==> src/rtl/player_volume_adjust.sv <==
// Audio clip player with volume stage.
// A sample-rate divider on mclk paces a fractional phase accumulator that
// walks a CLIP_LEN-entry waveform table; each sample period the selected
// entry is registered and strobed with valid, then scaled by volume
// combinationally on its way to the mixer.
module player_volume_adjust #(
    parameter int CLIP_LEN      = 64,
    parameter int FREQ_RES_BITS = 16,
    parameter int FRAC_BITS     = 8,
    parameter int VOLUME_BITS   = 8,
    parameter int SAMPLE_DIV    = 256
) (
    input  logic                     mclk,
    input  logic                     rst,
    input  logic [FREQ_RES_BITS-1:0] p_frequency,
    input  logic [VOLUME_BITS-1:0]   volume,
    input  logic signed [15:0]       data_buffer [0:CLIP_LEN-1],
    output logic signed [15:0]       player_sample,
    output logic signed [15:0]       sample_out,
    output logic                     valid
);

    localparam int IDX_BITS   = $clog2(CLIP_LEN);
    localparam int DIV_BITS   = $clog2(SAMPLE_DIV);
    localparam int PHASE_BITS = IDX_BITS + FRAC_BITS;
    localparam int PROD_BITS  = 16 + VOLUME_BITS + 1;

    localparam logic [DIV_BITS-1:0] DIV_LAST = DIV_BITS'(SAMPLE_DIV - 1);

    logic [DIV_BITS-1:0]   div_cnt;
    logic                  tick;
    logic [PHASE_BITS-1:0] phase;
    logic [PHASE_BITS-1:0] freq_inc;
    logic [IDX_BITS-1:0]   idx;

    // Phase increment: zero-extend a narrow p_frequency, drop the top bits of
    // a wide one (those bits would only add whole laps of the table).
    generate
        if (FREQ_RES_BITS >= PHASE_BITS) begin : g_inc_trunc
            assign freq_inc = p_frequency[PHASE_BITS-1:0];
        end else begin : g_inc_ext
            assign freq_inc = {{(PHASE_BITS - FREQ_RES_BITS){1'b0}}, p_frequency};
        end
    endgenerate

    assign tick = (div_cnt == DIV_LAST);
    assign idx  = phase[PHASE_BITS-1:FRAC_BITS];

    // Sample-rate divider: free-running count of mclk cycles within a sample.
    always_ff @(posedge mclk or posedge rst) begin
        if (rst) begin
            div_cnt <= '0;
        end else if (tick) begin
            div_cnt <= '0;
        end else begin
            div_cnt <= div_cnt + 1'b1;
        end
    end

    // Once per sample: latch the table entry at the current phase, then step
    // the phase. Modular overflow of phase gives seamless table wrap.
    always_ff @(posedge mclk or posedge rst) begin
        if (rst) begin
            phase         <= '0;
            player_sample <= '0;
            valid         <= 1'b0;
        end else begin
            valid <= tick;
            if (tick) begin
                player_sample <= data_buffer[idx];
                phase         <= phase + freq_inc;
            end
        end
    end

    // Volume stage: signed sample times unsigned gain, floor-divided by
    // 2^VOLUME_BITS. Gain is strictly below unity so the result fits 16 bits.
    logic signed [PROD_BITS-1:0] samp_ext;
    logic signed [PROD_BITS-1:0] vol_ext;

    assign samp_ext = {{(VOLUME_BITS + 1){player_sample[15]}}, player_sample};
    assign vol_ext  = {{17{1'b0}}, volume};

    always_comb begin
        sample_out = 16'((samp_ext * vol_ext) >>> VOLUME_BITS);
    end

endmodule

==> config.mk <==
export PLATFORM = sky130hd
export DESIGN_NAME = player_volume_adjust
export DESIGN_NICKNAME = d
export VERILOG_FILES = /design/src/rtl/player_volume_adjust.sv
export SDC_FILE = /design/constraint.sdc
export NUM_CORES = 1
export LEC_CHECK = 0
export CAP_MARGIN = 10
export CORE_AREA = 2 2 425 427
export DETAILED_ROUTE_END_ITERATION = 8
export DIE_AREA = 0 0 427 429
export PLACE_DENSITY = 0.33
export SKIP_CTS_REPAIR_TIMING = 1
export SLEW_MARGIN = 20
export SYNTH_ARGS = -nofsm -noshare
export SYNTH_HDL_FRONTEND = slang
export SYNTH_SLANG_ARGS = --single-unit
==> constraint.sdc <==
create_clock -name mclk -period 9.7 [get_ports mclk]
set_clock_uncertainty 0.05 [all_clocks]
set_input_delay 1.455 -clock mclk [delete_from_list [all_inputs] [get_ports mclk]]
set_output_delay 1.455 -clock mclk [all_outputs]
set_load 0.01 [all_outputs]
* Word-level counts from Yosys, hierarchy flattened *
Cells that the tools add are included.

word-level totals
  output and inout port bits = 33
  memory bits (writable) = 0
  memories kept = 0
  logic and storage cells = 14
  input port bits = 1050
  bits in latches = 0
  register bits = 39
  memory bits (read-only) = 0

cells by class
  add/subtract/negate cells = 2
  multipliers = 1
  bitwise operators = 1
  reduce and logical (&&, ||, !) cells = 0
  equal/unequal tests = 1
  mux-type cells = 4
  magnitude comparators = 1
  shift-type cells = 0
  divide/modulo/power cells = 0

operators with widths
  kind                                                           count
  16-bit binary-select mux with 6-bit select                     1
  16-bit two-way mux                                             2
  16-bit by 9-bit multiplier with 24-bit output                  1
  14-bit adder                                                   1
  8-bit by 1-bit adder with 8-bit output, second input constant  1
  8-bit equality test, second input constant                     1
  8-bit two-way mux                                              1
  7-bit greater-or-equal comparator, second input constant       1
  6-bit inverter with 7-bit output                               1

* Depth between registers and ports, before layout *
Gate-level depths: netlist (run 1).

  depth after elaboration = 4
  gate-level depth with buffers = 19

* Least setup slack after synthesis (run 1) *
Ideal clock, no wire load.

  path type = input to output
  from = input port volume[2]
  to = output port sample_out[15]
  path buffers = 1
  arrival time = 5576 ps
  cell stages on the path = 17
  setup slack = 2619 ps
  data required time = 8195 ps
  cell sequence = clkbuf_1 > nand2_1 > fa_1 > fa_1 > inv_1 > fa_1 > inv_1 > fa_1 > inv_1 > ha_1 > and4_1 > o21ai_0 > nor3_1 > a211oi_1 > o31ai_1 > a21oi_1 > xnor2_1

between the ends
  cells in the longest elaborated chain, start to end = 1

RTL lines
  item                                           RTL line  source
  from (decl)                                    16        input logic [VOLUME_BITS-1:0] volume,
  16-bit by 9-bit multiplier with 24-bit output  85        sample_out = 16'((samp_ext * vol_ext) >>> VOLUME_BITS);
  to (decl)                                      19        output logic signed [15:0] sample_out,

No other way between the ends.

* Worst setup path in the final report (run 1) *
  from = input port volume[3]
  to = output port sample_out[15]

The elaborated chain is that of the path after synthesis.

==> reports/results.ini, run 1 <==
[critical_path]
path_class = input port to primary output
critPathMaxStageDelay_ns = 0.91
worstPathCellList = clkdlybuf4s50_1, nand2_1, fa_1, inv_1, fa_1, fa_1, inv_1, fa_1, inv_1, ha_1, and4_1, o21ai_0, nor3_1, a211oi_1, buf_4, o31ai_1, a21oi_1, xnor2_1, clkdlybuf4s50_1
cp.required_ns = 8.20
critical_path_arrival_ns = 7.44
endpoint_kind = primary output
crit_top_cell = fa_1
cpMaxStageDelayCell = clkdlybuf4s50_1
cp-start-kind = input port
critPathMaxFanout = 12

[clocking]
cts_buffer_depth = 2
cts_buffers = 5
path_clk_slew_ns = 0.06
worstSkewPairLatency_ns = 0.29
cts_sinks = 39
cts_tree = built
root_buffer = clkbuf_16
htreeDepth = 2

[global_route]
grt-busiest-layer = met2
grt_pass1_vias = 16700
grt_max_degree = 91
use_met2 = 0.289
grt_usage = 0.155
use_met3 = 0.0248
gr-usage-met1 = 0.192
antenna_found_initial = 104
grt_pass1_wl_mm = 184
grt_overflow = 0

[timing]
finalCriticalPeriod_ns = 8.94
setup_tns_ns = 0
finalHoldViolCount = 0
rsz0062_at_grt = false
finalMaxSlewViolations = 0
fmax_mhz = 112
setup_viol = 0
worst_pin_slew_ns = 0.967
max-slew-margin-rel = 0.355
period_share = 0.922

[synth]
yosysTopAreaCellShare = 0.534
ys_seq_area_frac = 0.0689
syn_avg_cell_area_um2 = 12.5
yosys_warnings = 0
ys_seq_elements = 39
synth_edf_count = 0
syn_nets = 2342
synth_top_area_cell = mux4_2
synth_cell_type_count = 45
synthTopCellsByArea = mux4_2 53%, fa_1 14%, dfrtp_1 6.9%
synth_ff_type = dfrtp_1
synth_cells = 1135
async_flop_share = 1.00
synth_area_um2 = 14200

[power]
combPwrFrac = 0.889
p_int_uw = 1850
leakagePower_uw = 0.0104
p_per_area_nw_per_um2 = 116
sw_frac_of_total = 0.431
power_uw = 3250
irDropWorstVdd_mv = 0.157
p_sw_uw = 1400
pwr-share-seq = 0.051
p_clk_frac = 0.060

[finish]
final_cell_mix = 1080 x clkdlybuf4s50_1, 336 x mux4_2, 142 x inv_1
fin_nets = 3360
drive_gt1_frac = 0.179
final_common_cell = clkdlybuf4s50_1
area_delta_synth_final_pct = 97.6

[status]
status = finished clean

[routing]
drt_first_pass_iters = 5
viasPerCell = 3.41
routed_wl_mm = 147
wl_per_cell_um = 32.4
vias = 15500
postRouteAntennaNets = 0
drtIter0Drc = 1096
drc = 0

[floorplan]
core_um2 = 178000
initial_core_util = 0.0795
dieArea_um2 = 183000
die_h_um = 429
io_pins = 1083
num_rows = 155
die_w_um = 427

[worst_hold_path]
min_path_type = register to register

[place]
dp_hpwl_mm = 135
io_buffers = 1080
place_congestion = 0.886

[flow_run]
cap_violations = 0

==> layer usage <==
metal,routed length (µm),vias up
li1,-,6425
met1,59400,8120
met2,77500,745
met3,7850,137
met4,1690,30
met5,202,-
==> layout make-up <==
type | instances | area (µm²)
tap | 2355 | 2950
timing repair buffer | 1113 | 11100
multi-input combinational | 850 | 12200
inverter | 144 | 541
antenna | 19 | 47.5
fill | 20000 | 150000
clock buffer | 5 | 125
clock inverter | 2 | 37.5
sequential | 39 | 992
==> power by group through the flow <==
stage	logic (µW)	registers, µW	clock network, µW
after floorplan	1350	166	0
after global placement	3010	169	0
after detailed placement	3000	169	0
after CTS	3010	166	207
after global routing	3210	166	211
final	2880	166	196
==> cells in the mapped netlist (6+ instances only) <==
cell and instances:
mux4_2 336, inv_1 143, nand2_1 140, fa_1 100
clkbuf_1 57, ha_1 57, and2_1 56, dfrtp_1 39
buf_2 22, nor2_1 22, xnor2_1 21, a21oi_1 17
buf_1 17, o21ai_0 17, xor2_1 13, nand3_1 10
a21o_1 7, nor3_1 6, o21a_1 6
==> metrics by stage <==
step	worst slack (ns)	hold slack (ns)	util	cells	instance area, µm²
after global placement	0.550	0.419	0.156	4501	27800
final	0.755	0.430	0.157	4527	28000
after detailed placement	0.579	0.421	0.156	4501	27800
after CTS	0.525	0.438	0.157	4508	27900
after global routing	0.287	0.462	0.157	4510	27900
after floorplan	2.62	0.398	-	1135	14200
==> sequential cells by signal, indices dropped and copies added, names as in the netlist <==
name           count
div_cnt            8
phase             14
player_sample     16
valid              1
==> kinds of logic after synthesis <==
| family | after synthesis | share of synthesized area |
|---|---|---|
| simple gates | 251 | 0.0816 |
| fa+ha+maj | 157 | 0.192 |
| flops | 39 | 0.0689 |
| xor+xnor | 34 | 0.0210 |
| mux | 337 | 0.535 |
| buf+inv | 246 | 0.0695 |
| compound gates | 71 | 0.0319 |
==> worst max-delay path, delay by kind of cell <==
family / cells / cell delay, ns
AOI/OAI and AO/OA: 4 / 0.81
xor gates and xnor gates: 1 / 0.16
adders and majority gates: 5 / 2.34
buffers and inverters: 6 / 1.90
and+or+nand+nor: 3 / 0.78
==> final timing paths <==
kind / startpoint / end / slack (ns) / cells after the start
max: volume[3] / sample_out[15] / 0.76 / 19
min: phase[0]$_DFFE_PP0P_ / phase[0]$_DFFE_PP0P_ / 0.43 / 2
max reg2reg: phase[8]$_DFFE_PP0P_ / player_sample[1]$_DFFE_PP0P_ / 5.28 / 7
min reg2reg: phase[0]$_DFFE_PP0P_ / phase[0]$_DFFE_PP0P_ / 0.43 / 2
max in group asynchronous: rst / phase[12]$_DFFE_PP0P_ / 7.58 / 3
min in group asynchronous: rst / phase[2]$_DFFE_PP0P_ / 1.55 / 3
Power figures use the tool's default switching activity.
==> run 2, diff against run 1 <==
--- a/config.mk
+++ b/config.mk
@@ -9,6 +9,7 @@
 export CORE_AREA = 2 2 425 427
 export DETAILED_ROUTE_END_ITERATION = 8
 export DIE_AREA = 0 0 427 429
+export GPL_ROUTABILITY_DRIVEN = 0
 export PLACE_DENSITY = 0.33
 export SKIP_CTS_REPAIR_TIMING = 1
 export SLEW_MARGIN = 20
==> reports/results.ini, run 2 (synthesized netlist as in run 1, its figures left out) <==
[status]
status = finished clean

[finish]
largest_reg_flops = 16  ; unchanged
largest-register = player_sample
fin_nets = 3363  ; +0.089%
multi_input_area_um2 = 12200  ; unchanged
regArea_um2 = 992  ; unchanged
reg_top3 = player_sample (16), phase (14), div_cnt (8)
final_cell_mix = 1080 x clkdlybuf4s50_1, 336 x mux4_2, 142 x inv_1
drive_gt1_frac = 0.180  ; +0.00114
fill_cells = 20000  ; -0.095%
finalInstanceArea_um2 = 28000  ; about the same
post-route-util = 0.157  ; about the same
final_common_cell = clkdlybuf4s50_1
area_delta_synth_final_pct = 97.8  ; about the same

[power]
irDropWorstVdd_mv = 0.192  ; +22%
pwr-share-seq = 0.051  ; about the same
p_sw_uw = 1410  ; +0.50%
combPwrFrac = 0.888  ; about the same
p_int_uw = 1840  ; -0.58%
sw_frac_of_total = 0.434  ; +0.00265
p_per_area_nw_per_um2 = 116  ; -0.22%
leakagePower_uw = 0.0104  ; +0.21%
p_clk_frac = 0.061  ; about the same

[critical_path]
crit_top_cell = fa_1
cpMaxStageDelayCell = clkdlybuf4s50_1
ff2ff_path_depth = 7  ; unchanged
rrSetupSlack_ns = 5.36  ; +0.08 ns
path_class = input port to primary output
cp_top_family = adder cells
critPathMaxFanout = 11  ; -1
cp-start-kind = input port
worstPathCellList = clkdlybuf4s50_1, buf_4, nand2_1, fa_1, inv_1, fa_1, fa_1, inv_1, fa_1, inv_1, ha_1, o21a_1, nor2_1, nor3_1, a211oi_1, buf_4, o31ai_1, a21oi_1, xnor2_1, clkdlybuf4s50_1
critPathMaxStageDelay_ns = 0.87  ; -0.04 ns
critical_path_arrival_ns = 7.49  ; +0.05 ns
r2r-end = player_sample[1]$_DFFE_PP0P_
cp.required_ns = 8.20  ; about the same
endpoint_kind = primary output
r2r-start = phase[8]$_DFFE_PP0P_
path_buf_inv = 7  ; +1

[floorplan]
die_h_um = 429  ; unchanged
core_um2 = 178000  ; unchanged
initial_core_util = 0.0795  ; unchanged
num_rows = 155  ; unchanged
die_w_um = 427  ; unchanged
dieArea_um2 = 183000  ; unchanged
io_pins = 1083  ; unchanged

[timing]
fmax_mhz = 111  ; -0.55%
period_share = 0.927  ; +0.00514
finalHoldViolCount = 0  ; unchanged
setup_viol = 0  ; unchanged
worst_pin_slew_ns = 0.942  ; -0.0259 ns
rsz0062_at_grt = false
setup_tns_ns = 0  ; unchanged
fin_ws_ns = 0.705  ; -0.0499 ns
finalCriticalPeriod_ns = 8.99  ; +0.0499 ns
max-slew-margin-rel = 0.372  ; +0.0173
finalMaxSlewViolations = 0  ; unchanged

[routing]
drtIter0Drc = 871  ; -21%
vias = 15400  ; -0.13%
met3_length_mm = 9.87  ; +26%
wl_met1_mm = 57.2  ; -3.8%
wl_met2_mm = 73.7  ; -4.9%
viasPerCell = 3.41  ; -0.13%
top_layer_used = met5
postRouteAntennaNets = 0  ; unchanged
drc = 0  ; unchanged
wl_per_cell_um = 31.6  ; -2.4%
routed_wl_mm = 143  ; -2.4%
drt_first_pass_iters = 5  ; unchanged

[global_route]
grt_pass1_vias = 16900  ; +1.4%
antenna_found_initial = 99  ; -4.8%
grt_usage = 0.152  ; -0.00314
grt_max_degree = 98  ; +7.7%
grt_pass1_wl_mm = 182  ; -1.5%
grt_overflow = 0  ; unchanged

[worst_hold_path]
min_path_type = register to register
min_from = div_cnt[0]$_DFF_PP0_
whs_endpoint = div_cnt[0]$_DFF_PP0_
hold_depth = 1  ; -1

[place]
place_ws_ns = 0.535  ; -0.0440 ns
io_buffers = 1080  ; unchanged
dp_hpwl_mm = 132  ; -2.4%
post_dp_cell_area_um2 = 27800  ; +0.13%

[clocking]
root_buffer = clkbuf_16
cts_sinks = 39  ; unchanged
cts_buffers = 5  ; unchanged
cts_buffer_depth = 2  ; unchanged
worstSkewPairLatency_ns = 0.30  ; about the same
cts_tree = built
htreeDepth = 2  ; unchanged
path_clk_slew_ns = 0.06  ; about the same

[flow_run]
cap_violations = 0  ; unchanged

run 2: layer usage:
| layer | vias up | GRT usage |
|---|---|---|
| met1 | 8063 | 0.185 |
| li1 | 6430 | - |
| met5 | - | 0 |
| met4 | 42 | 0.0175 |
| met2 | 740 | 0.276 |
| met3 | 162 | 0.0368 |
run 2: cell type report:
class                      instances  share of cell area
multi-input combinational        850               0.436
timing repair buffer            1116               0.397
tap                             2355               0.105
sequential                        39              0.0354
inverter                         144              0.0193
clock buffer                       5             0.00447
antenna                           16             0.00143
clock inverter                     2             0.00134
run 2: stage by stage:
step	hold WS (ns)	std cells	power [µW]
final	0.434	4527	3240
after global routing	0.467	4514	3560
after CTS	0.439	4511	3370
after detailed placement	0.422	4504	3150
after global placement	0.420	4504	3160
after floorplan	0.398	1135	1520
run 2: worst max path at each step:
stage	startpoint	cells past startpoint	slack, ns	endpoint
2_1_floorplan	volume[2]	17	2.62	sample_out[15]
3_3_place_gp	volume[4]	20	0.49	sample_out[15]
3_5_place_dp	volume[3]	19	0.54	sample_out[15]
4_1_cts	volume[3]	19	0.49	sample_out[15]
5_1_grt	volume[4]	20	0.21	sample_out[15]
6_report	volume[4]	20	0.71	sample_out[15]
run 2: power groups by stage:
stage	clock, µW	sequential [µW]	combinational, µW
final	196	166	2880
after global routing	210	166	3190
after CTS	207	166	3000
after detailed placement	0	169	2980
after global placement	0	169	2990
after floorplan	0	166	1350
==> run 3, diff against run 2 <==
--- a/config.mk
+++ b/config.mk
@@ -7,6 +7,7 @@
 export LEC_CHECK = 0
 export CAP_MARGIN = 10
 export CORE_AREA = 2 2 425 427
+export CTS_BUF_LIST = sky130_fd_sc_hd__clkbuf_4 sky130_fd_sc_hd__clkbuf_8
 export DETAILED_ROUTE_END_ITERATION = 8
 export DIE_AREA = 0 0 427 429
 export GPL_ROUTABILITY_DRIVEN = 0
@@ -16,3 +17,4 @@
 export SYNTH_ARGS = -nofsm -noshare
 export SYNTH_HDL_FRONTEND = slang
 export SYNTH_SLANG_ARGS = --single-unit
+export TNS_END_PERCENT = 100
==> reports/results.ini, run 3 (synthesized netlist as in run 1, its figures left out) <==
[timing]
setup_tns_ns = 0  ; unchanged
setup_viol = 0  ; unchanged
max-slew-margin-rel = 0.382  ; +0.00931
finalHoldViolCount = 0  ; unchanged
fmax_mhz = 111  ; about the same
period_share = 0.927  ; about the same
rsz0062_at_grt = false
finalMaxSlewViolations = 0  ; unchanged
worst_pin_slew_ns = 0.928  ; -0.0140 ns
finalCriticalPeriod_ns = 8.99  ; -0.00239 ns
hold_slack_ns = 0.438  ; +0.00338 ns

[critical_path]
cp-start-kind = input port
cp_top_family = adder cells
r2r-start = phase[8]$_DFFE_PP0P_
critPathMaxStageDelay_ns = 0.86  ; about the same
path_buf_inv = 7  ; unchanged
ff2ff_path_depth = 7  ; unchanged
critPathLaunch = volume[4]
critical_path_arrival_ns = 7.49  ; about the same
cp-endpoint = sample_out[15]
r2r-end = player_sample[1]$_DFFE_PP0P_
cp.required_ns = 8.20  ; about the same
path_depth = 20  ; unchanged
endpoint_kind = primary output
crit_top_cell = fa_1
path_class = input port to primary output
worstPathCellList = clkdlybuf4s50_1, buf_4, nand2_1, fa_1, inv_1, fa_1, fa_1, inv_1, fa_1, inv_1, ha_1, o21a_1, nor2_1, nor3_1, a211oi_1, buf_4, o31ai_1, a21oi_1, xnor2_1, clkdlybuf4s50_1
critPathMaxFanout = 11  ; unchanged
rrSetupSlack_ns = 5.36  ; about the same
cpMaxStageDelayCell = clkdlybuf4s50_1

[place]
post_dp_cell_area_um2 = 27800  ; unchanged
dp_hpwl_mm = 132  ; unchanged
io_buffers = 1080  ; unchanged

[finish]
largest_reg_flops = 16  ; unchanged
largest-register = player_sample
final_common_cell = clkdlybuf4s50_1
finalInstanceArea_um2 = 28000  ; -0.17%
drive_gt1_frac = 0.180  ; unchanged
reg_top3 = player_sample (16), phase (14), div_cnt (8)
area_delta_synth_final_pct = 97.4
final_cell_mix = 1080 x clkdlybuf4s50_1, 336 x mux4_2, 142 x inv_1
fill_cells = 20000  ; +0.030%
fin_nets = 3363  ; unchanged

[global_route]
use_met2 = 0.276  ; unchanged
grt_pass1_wl_mm = 182  ; about the same
grt_usage = 0.152  ; about the same
grt-busiest-layer = met2
use_met3 = 0.0368  ; unchanged
grt_overflow = 0  ; unchanged
grt_pass1_vias = 16900  ; +0.035%
gr-usage-met1 = 0.185  ; about the same
grt_max_degree = 98  ; unchanged
antenna_found_initial = 100  ; +1.0%

[routing]
vias = 15400  ; -0.27%
routed_wl_mm = 143  ; about the same
drt_first_pass_iters = 4  ; -1
postRouteAntennaNets = 0  ; unchanged
drc = 0  ; unchanged
drtIter0Drc = 835  ; -4.1%
wl_per_cell_um = 31.6  ; -0.10%
viasPerCell = 3.40  ; -0.34%

[status]
status = finished clean

[clocking]
cts_tree = built
root_buffer = clkbuf_8
worstSkewPairLatency_ns = 0.31  ; about the same
path_clk_slew_ns = 0.09  ; +0.03 ns
cts_buffers = 5  ; unchanged
cts_sinks = 39  ; unchanged
htreeDepth = 2  ; unchanged
cts_buffer_depth = 2  ; unchanged

[floorplan]
die_h_um = 429  ; unchanged
dieArea_um2 = 183000  ; unchanged
num_rows = 155  ; unchanged
io_pins = 1083  ; unchanged
die_w_um = 427  ; unchanged
core_um2 = 178000  ; unchanged
initial_core_util = 0.0795  ; unchanged

[power]
leakagePower_uw = 0.0103  ; -0.25%
irDropWorstVdd_mv = 0.180  ; -6.4%
p_per_area_nw_per_um2 = 114  ; -1.8%
power_uw = 3180  ; -1.9%

[flow_run]
cap_violations = 0  ; unchanged

[worst_hold_path]
min_path_type = register to register

[run 3: cell count changes in the layout (fill, tap and decap cells not counted), sizes merged]
| cell | before | now |
|---|---|---|
| diode | 16 | 19 |
[run 3: worst min-delay path by stage]
stage	slack, ns	startpoint	endpoint	cells past startpoint
6_report	0.44	div_cnt[0]$_DFF_PP0_	div_cnt[0]$_DFF_PP0_	1
5_1_grt	0.47	div_cnt[0]$_DFF_PP0_	div_cnt[0]$_DFF_PP0_	1
4_1_cts	0.45	phase[0]$_DFFE_PP0P_	phase[0]$_DFFE_PP0P_	2
3_5_place_dp	0.42	phase[0]$_DFFE_PP0P_	phase[0]$_DFFE_PP0P_	2
3_3_place_gp	0.42	phase[0]$_DFFE_PP0P_	phase[0]$_DFFE_PP0P_	2
2_1_floorplan	0.40	div_cnt[0]$_DFF_PP0_	div_cnt[0]$_DFF_PP0_	1
[run 3: routing by layer]
metal | vias up | part of all wire
li1 | 6430 | -
met1 | 8008 | 0.40
met2 | 753 | 0.51
met3 | 162 | 0.067
met4 | 42 | 0.016
met5 | - | 0.0019
[run 3: area by class of cell]
class,instances,area [µm²],area share
clock inverter,2,37.5,0.00134
inverter,144,541,0.0193
multi-input combinational,850,12200,0.437
clock buffer,5,68.8,0.00246
sequential,39,992,0.0355
timing repair buffer,1116,11100,0.398
tap,2355,2950,0.105
antenna,19,47.5,0.00170
[run 3: metrics by stage]
step	setup slack, ns	util	instances
3_3_place_gp	0.489	0.156	4504
5_1_grt	0.207	0.157	4515
6_report	0.708	0.157	4530
3_5_place_dp	0.535	0.156	4504
2_1_floorplan	2.62	-	1135
4_1_cts	0.492	0.157	4511
[run 3: power by group]
part | switching (µW) | internal, µW
clock network | 69.4 | 75.4
logic | 1310 | 1550
registers | 2.94 | 163
total | 1390 | 1790
